<file path="src/rtl/if_pkg.sv">
// Shared constants and types for the instruction-fetch stage.
package if_pkg;

   localparam int XLEN = 32;

   localparam logic [1:0] S_REQ  = 2'd0;
   localparam logic [1:0] S_WAIT = 2'd1;
   localparam logic [1:0] S_DROP = 2'd2;
   localparam logic [1:0] S_FULL = 2'd3;

   localparam logic [XLEN-1:0] DEF_RESET_PC  = 32'h0000_3000;
   localparam logic [XLEN-1:0] DEF_NOP_INSTR = 32'h0000_0000;

   typedef struct packed {
      logic            vld;
      logic [XLEN-1:0] instr;
      logic [XLEN-1:0] pc;
      logic [XLEN-1:0] pc4;
   } ifid_t;

   function automatic logic [XLEN-1:0] word_align(input logic [XLEN-1:0] addr);
      return addr & ~XLEN'(3);
   endfunction

endpackage

</file>
<file path="src/rtl/if_hold_buf.sv">
// One-entry {instr, pc} skid register; parks a fetched word while decode stalls.
module if_hold_buf
   import if_pkg::*;
(
   input  logic            clock,
   input  logic            reset,
   input  logic            load,
   input  logic            drain,
   input  logic            flush,
   input  logic [XLEN-1:0] in_instr,
   input  logic [XLEN-1:0] in_pc,
   output logic            buf_vld,
   output logic [XLEN-1:0] buf_instr,
   output logic [XLEN-1:0] buf_pc
);

   logic            vld_q, vld_d;
   logic [XLEN-1:0] instr_q, instr_d;
   logic [XLEN-1:0] pc_q, pc_d;

   always_comb begin
      vld_d   = vld_q;
      instr_d = instr_q;
      pc_d    = pc_q;
      if (flush || drain) begin
         vld_d = 1'b0;
      end
      if (load) begin
         vld_d   = 1'b1;
         instr_d = in_instr;
         pc_d    = in_pc;
      end
   end

   always_ff @(posedge clock) begin
      if (reset) begin
         vld_q   <= 1'b0;
         instr_q <= '0;
         pc_q    <= '0;
      end else begin
         vld_q   <= vld_d;
         instr_q <= instr_d;
         pc_q    <= pc_d;
      end
   end

   assign buf_vld   = vld_q;
   assign buf_instr = instr_q;
   assign buf_pc    = pc_q;

endmodule

</file>
<file path="src/rtl/if_fetch_stage.sv">
// MIPS fetch stage: PC, single-outstanding imem fetch, IF/ID register with stall and redirect flush.
// Define IF_PERF_CNT_EN to add the perf_fetched / perf_bubbles counters.
module if_fetch_stage
   import if_pkg::*;
#(
   parameter logic [XLEN-1:0] RESET_PC  = DEF_RESET_PC,
   parameter logic [XLEN-1:0] NOP_INSTR = DEF_NOP_INSTR
) (
   input  logic            clock,
   input  logic            reset,
   output logic            imem_req,
   output logic [XLEN-1:0] imem_addr,
   input  logic [XLEN-1:0] imem_rdata,
   input  logic            imem_rvalid,
   input  logic            stall,
   input  logic            redirect_valid,
   input  logic [XLEN-1:0] redirect_pc,
   output logic            id_valid,
   output logic [XLEN-1:0] id_instr,
   output logic [XLEN-1:0] id_pc,
`ifdef IF_PERF_CNT_EN
   output logic [XLEN-1:0] perf_fetched,
   output logic [XLEN-1:0] perf_bubbles,
`endif
   output logic [XLEN-1:0] id_pc4
);

   logic [1:0]      state_q, state_d;
   logic [XLEN-1:0] pc_q, pc_d;
   ifid_t           ifid_q, ifid_d;

   logic            req;
   logic [XLEN-1:0] addr;
   logic [XLEN-1:0] pc_plus4;
   logic [XLEN-1:0] tgt;
   logic            buf_load, buf_drain, buf_flush;
   logic            buf_vld;
   logic [XLEN-1:0] buf_instr, buf_pc;
   logic            word_load;

   if_hold_buf u_hold_buf (
      .clock     (clock),
      .reset     (reset),
      .load      (buf_load),
      .drain     (buf_drain),
      .flush     (buf_flush),
      .in_instr  (imem_rdata),
      .in_pc     (pc_q),
      .buf_vld   (buf_vld),
      .buf_instr (buf_instr),
      .buf_pc    (buf_pc)
   );

   always_comb begin
      state_d   = state_q;
      pc_d      = pc_q;
      ifid_d    = ifid_q;
      req       = 1'b0;
      addr      = pc_q;
      buf_load  = 1'b0;
      buf_drain = 1'b0;
      buf_flush = 1'b0;
      word_load = 1'b0;
      pc_plus4  = pc_q + XLEN'(4);
      tgt       = word_align(redirect_pc);

      // Decode consumed the current entry and nothing new arrives: bubble.
      if (!stall) begin
         ifid_d.vld = 1'b0;
      end

      case (state_q)
         S_REQ: begin
            if (redirect_valid) begin
               pc_d = tgt;
            end else begin
               req     = 1'b1;
               addr    = pc_q;
               state_d = S_WAIT;
            end
         end
         S_WAIT: begin
            if (redirect_valid) begin
               pc_d    = tgt;
               state_d = imem_rvalid ? S_REQ : S_DROP;
            end else if (imem_rvalid) begin
               pc_d = pc_plus4;
               if (!stall) begin
                  ifid_d    = '{vld: 1'b1, instr: imem_rdata, pc: pc_q, pc4: pc_plus4};
                  word_load = 1'b1;
                  req       = 1'b1;
                  addr      = pc_plus4;
               end else begin
                  buf_load = 1'b1;
                  state_d  = S_FULL;
               end
            end
         end
         S_DROP: begin
            if (redirect_valid) begin
               pc_d = tgt;
            end
            if (imem_rvalid) begin
               state_d = S_REQ;
            end
         end
         S_FULL: begin
            if (redirect_valid) begin
               buf_flush = 1'b1;
               pc_d      = tgt;
               state_d   = S_REQ;
            end else if (!stall && buf_vld) begin
               ifid_d    = '{vld: 1'b1, instr: buf_instr, pc: buf_pc, pc4: buf_pc + XLEN'(4)};
               word_load = 1'b1;
               buf_drain = 1'b1;
               state_d   = S_REQ;
            end
         end
         default: state_d = S_REQ;
      endcase

      // A redirect kills IF/ID even when decode is stalled.
      if (redirect_valid) begin
         ifid_d.vld = 1'b0;
      end
   end

   always_ff @(posedge clock) begin
      if (reset) begin
         state_q <= S_REQ;
         pc_q    <= RESET_PC;
         ifid_q  <= '{vld: 1'b0, instr: NOP_INSTR, pc: '0, pc4: XLEN'(4)};
      end else begin
         state_q <= state_d;
         pc_q    <= pc_d;
         ifid_q  <= ifid_d;
      end
   end

   assign imem_req  = req && !reset;
   assign imem_addr = addr;
   assign id_valid  = ifid_q.vld;
   assign id_instr  = ifid_q.vld ? ifid_q.instr : NOP_INSTR;
   assign id_pc     = ifid_q.pc;
   assign id_pc4    = ifid_q.pc4;

`ifdef IF_PERF_CNT_EN
   logic [XLEN-1:0] fetched_q, fetched_d;
   logic [XLEN-1:0] bubbles_q, bubbles_d;

   always_comb begin
      fetched_d = fetched_q + XLEN'(word_load);
      bubbles_d = bubbles_q + XLEN'(!stall && !ifid_d.vld);
   end

   always_ff @(posedge clock) begin
      if (reset) begin
         fetched_q <= '0;
         bubbles_q <= '0;
      end else begin
         fetched_q <= fetched_d;
         bubbles_q <= bubbles_d;
      end
   end

   assign perf_fetched = fetched_q;
   assign perf_bubbles = bubbles_q;
`endif

endmodule

</file>
<file path="config.mk">
export PLATFORM = sky130hd
export DESIGN_NAME = if_fetch_stage
export DESIGN_NICKNAME = d
export VERILOG_FILES = /design/src/rtl/if_pkg.sv /design/src/rtl/if_hold_buf.sv /design/src/rtl/if_fetch_stage.sv
export SDC_FILE = /design/constraint.sdc
export NUM_CORES = 1
export LEC_CHECK = 0
export ABC_AREA = 1
export BUFFER_PORTS_ARGS = -buffer_cell sky130_fd_sc_hd__buf_4
export CELL_PAD_IN_SITES_DETAIL_PLACEMENT = 1
export CELL_PAD_IN_SITES_GLOBAL_PLACEMENT = 1
export CORE_MARGIN = 2
export CORE_UTILIZATION = 42
export CTS_CLUSTER_SIZE = 12
export DETAILED_ROUTE_END_ITERATION = 7
export PLACE_DENSITY = 0.91
export SLEW_MARGIN = 20
export SYNTH_ARGS = -nofsm -noshare
export SYNTH_HDL_FRONTEND = slang
export SYNTH_HIERARCHICAL = 1
export SYNTH_SLANG_ARGS = --single-unit
export TNS_END_PERCENT = 1
</file>
<file path="constraint.sdc">
create_clock -name clock -period 3.8 [get_ports clock]
set_clock_uncertainty 0.15 [all_clocks]
set_input_delay 0.19 -clock clock [delete_from_list [all_inputs] [get_ports clock]]
set_output_delay 0.19 -clock clock [all_outputs]
set_load 0.01 [all_outputs]
</file>
==> key figures <==
Run status
  • Result of the run: finished, final reports clean

Clock network
  • Clock transition at the registers of the reported paths: 80 ps
  • Total number of clock tree sinks: 192
  • Clk buf depth: 2
  • Cts bufs inserted: 17
  • Root buffer cell: sky130_fd_sc_hd__clkbuf_16
  • H-tree depth: 4
  • Post-CTS Repair Setup Buffers: 0
  • TritonCTS clock tree: built
  • Clock latency on the worst-skew pair: 450 ps

Route
  • Overall via count from detail_route: 11800
  • DRC violation count after routing: 0
  • Count of nets left with antenna violations after detail routing: 0
  • Routed wire length: 42100 um
  • Per-cell via count in the routed design: 5.61
  • Violation count after the first detailed-route iteration: 1194
  • 1st-pass router iterations: 5
  • DR WL/cell: 20.1 um

Pwr
  • Reported net switching power: 1.95 mW
  • Max IR drop VDD: 0.000265 V
  • Cell area power density: 428 nW/um2
  • Switch share: 35.8%
  • Fraction of power consumed by the clock network: 35.8%
  • Leakage: 5.31 nW
  • Power Internal: 3.51 mW
  • Relative contribution of sequential cells to total power: 42.3%
  • Proportion of power drawn by combinational gates: 21.9%

Setup path
  • Worst path buffer plus inverter count: 3
  • CP max-delay cell: sky130_fd_sc_hd__dfxtp_1
  • Cells traversed along the worst timing path: nand2_2, nor2_4, inv_2, nor2_4, inv_2, nor2_1, o21bai_1, buf_4
  • Peak per-stage delay on the critical path: 450 ps
  • Worst path required time: 3460 ps
  • Worst setup path category: flop to output port
  • Critical path's top delay family: simple AND/OR/NAND/NOR gates
  • Kind of start point of the critical path: flop
  • Setup crit end kind: output port
  • Worst-path fanout max: 33
  • Crit path arrival time: 2990 ps

Job
  • Max-capacitance violation count: 0

Logic synthesis
  • Number of register bits inferred by synthesis: 192
  • Library cells used by synthesis: 36
  • Primary FF master, synth: sky130_fd_sc_hd__dfxtp_1
  • Synthesis warning total: 6
  • Instance count of the mapped netlist: 1613
  • Area fraction in and, or, nand and nor cells after synthesis: 29.7%
  • Xor/xnor share of the synthesized area: 0.751%
  • Combinational family with the most area after synthesis: simple AND/OR/NAND/NOR gates
  • Netlist area before placement: 10500 um2
  • Share of the synthesized area in compound gates (AO/OA/AOI/OAI): 17.7%
  • Multiplexer fraction of the synthesized cell area: 0%
  • Synthesized area per cell: 6.50 um2
  • Post-synth EDFFs: 0
  • Sequential area share after synthesis: 36.6%
  • Async SR Flop Fraction: 0%
  • Fraction of the mapped netlist area in adder cells: 0.477%

Floorplanning
  • Count of pins on the block boundary: 199
  • Die span in x: 162 um
  • Row Count: 57
  • Die outline area: 26300 um2
  • Die Ht: 162 um
  • Initial core utilization: 43.0%
  • Floorplan Core Area: 24400 um2

STA
  • Tcrit/Tclk final: 87.7%
  • Worst-case headroom to the max-slew limit: 31.6%
  • Number of failing hold endpoints at the final stage: 0
  • # setup viols final: 0
  • Accumulated negative setup slack: 0 ps
  • Transition time of the tightest slew-check pin: 1030 ps
  • Post-layout minimum cycle time: 3330 ps
  • Fmax achieved: 300 MHz
  • Number of pins with negative max-slew slack in the final report: 0
  • Setup repair after global routing missed its margin: false

Cells and area
  • Non-filler instance count after layout: 2096
  • Area grow syn2layout: 21.8%
  • Nets: 1831
  • Most frequent standard cell in the layout excluding fill and tap cells: sky130_fd_sc_hd__nand2_1
  • Number of fill cells: 3226
  • Multi-input logic area: 5130 um2
  • Layout cells sized above 1: 16.2%
  • Highest-count cells in the layout ignoring fill and taps: sky130_fd_sc_hd__nand2_1 (526), sky130_fd_sc_hd__buf_4 (212), sky130_fd_sc_hd__dfxtp_1 (192)
  • FF+latch area: 3840 um2

GRT
  • Maximum number of pins on one net before global-route repair: 74
  • GR Layer Usage met2: 51.5%
  • Routing usage on met1: 40.0%
  • First-pass GRT wire length: 64900 um
  • Number of antenna violations at the first check in global routing: 1
  • Overall global routing resource usage: 31.4%
  • Number of global-route vias before repair: 12000
  • Top Usage Layer GRT: met2
  • Remaining global-route overflow: 0
  • Met3 Track Usage GR: 5.85%

Place
  • Final Wtd Congestion: 1.01
  • PortBufs: 194
  • Half-perimeter wire length after placement: 27800 um
  • Post-Place Cells: 2007

Worst hold path
  • Class of the worst hold path: input port to flop
per-layer routing:
| metal | share of wire, % | wire length [um] |
|---|---|---|
| met5 | 0 | 0 |
| met3 | 7.5 | 3170 |
| met2 | 47 | 19600 |
| met4 | 4.4 | 1870 |
| met1 | 41 | 17400 |
cells by family after synthesis:
group,after synthesis
other,1
xor gates and xnor gates,9
adders and majority gates,4
and+or+nand+nor,778
buffers and inverters,303
AOI/OAI and AO/OA,326
DFF,192
path summary, 6_finish.rpt:
kind	cells past startpoint	endpoint	from	slack, ps
max	8	imem_addr[23]	state_q[0]	470
min	4	pc_q[27]	redirect_pc[27]	3
max reg2reg	7	u_hold_buf/buf_pc[2]	state_q[0]	710
min reg2reg	2	u_hold_buf/buf_instr[30]	u_hold_buf/buf_instr[30]	320
power groups by stage:
stage / Combinational, mW / Clock (mW) / Sequential [mW]
after floorplan: 0.745 / 0 / 2.29
after global placement: 1.08 / 0 / 2.34
after detailed placement: 1.11 / 0 / 2.34
after CTS: 1.17 / 1.96 / 2.30
after global routing: 1.29 / 2.05 / 2.32
final: 1.20 / 1.96 / 2.31
state kept, by name, indices dropped and copies added, names as in the netlist:
register / cells
id_pc4: 30
id_pc: 32
id_valid: 1
u_hold_buf/buf_instr: 32
ifid_q: 32
pc_q: 30
u_hold_buf/buf_vld: 1
u_hold_buf/buf_pc: 32
state_q: 2
through the flow:
| stage | utilization (%) | setup slack [ps] | power (mW) | area [um2] | hold slack [ps] |
|---|---|---|---|---|---|
| after floorplan | - | 1880 | 3.04 | 10500 | 180 |
| after global placement | 47.5 | 1020 | 3.41 | 11600 | 298 |
| after detailed placement | 47.5 | 961 | 3.46 | 11600 | 304 |
| after CTS | 52.4 | 568 | 5.43 | 12800 | 0.476 |
| after global routing | 52.4 | 364 | 5.67 | 12800 | 36.4 |
| final | 52.4 | 468 | 5.46 | 12800 | 2.55 |
repair_timing:
| item | in CTS | in global routing |
|---|---|---|
| resized for setup | 0 | 0 |
| hold buffers | 56 | 0 |
| endpoints found under the hold margin | 89 | 0 |
synthesized netlist by cell type (2+ instances only):
cell                         n  share of area, %
sky130_fd_sc_hd__nand4_1    12              0.72
sky130_fd_sc_hd__buf_4      79               5.7
sky130_fd_sc_hd__and2_1      2              0.12
sky130_fd_sc_hd__nor3_1      3              0.14
sky130_fd_sc_hd__dfxtp_1   192                37
sky130_fd_sc_hd__a31oi_1    39               2.3
sky130_fd_sc_hd__nand2_2     2              0.12
sky130_fd_sc_hd__buf_6       9              0.97
sky130_fd_sc_hd__nor2_2      4              0.24
sky130_fd_sc_hd__a21oi_1   133               6.3
sky130_fd_sc_hd__clkbuf_1   28               1.0
sky130_fd_sc_hd__nor2_4      3              0.32
sky130_fd_sc_hd__inv_2      10              0.36
sky130_fd_sc_hd__nor2_1    154               5.5
sky130_fd_sc_hd__o211ai_1    3              0.21
sky130_fd_sc_hd__o21ai_1     7              0.33
sky130_fd_sc_hd__o221ai_1    9              0.75
sky130_fd_sc_hd__inv_1     146               5.2
sky130_fd_sc_hd__o21ai_0    77               3.7
sky130_fd_sc_hd__xor2_1      9              0.75
sky130_fd_sc_hd__buf_2      29               1.4
sky130_fd_sc_hd__a21oi_2    19               1.6
sky130_fd_sc_hd__nand2_1   526                19
sky130_fd_sc_hd__o22ai_1    26               1.6
sky130_fd_sc_hd__ha_1        4              0.48
sky130_fd_sc_hd__o21bai_1   10              0.72
sky130_fd_sc_hd__nand3_1    69               3.3
worst reg2reg max path, delay by kind of cell, from the launching register on:
| family | cells | cell delay [ps] |
|---|---|---|
| buffers and inverters | 1 | 680 |
| and+or+nand+nor | 5 | 1500 |
| DFF | 1 | 450 |
| AOI/OAI and AO/OA | 1 | 230 |
cell type report:
class	instances	area share, %
sequential	192	30.1
clock inverter	15	1.62
tap	324	3.17
antenna	1	0.0196
multi-input combinational	1121	40.2
clock buffer	17	3.33
inverter	157	4.61
timing repair buffer	269	17.0
Power figures use the tool's default switching activity.
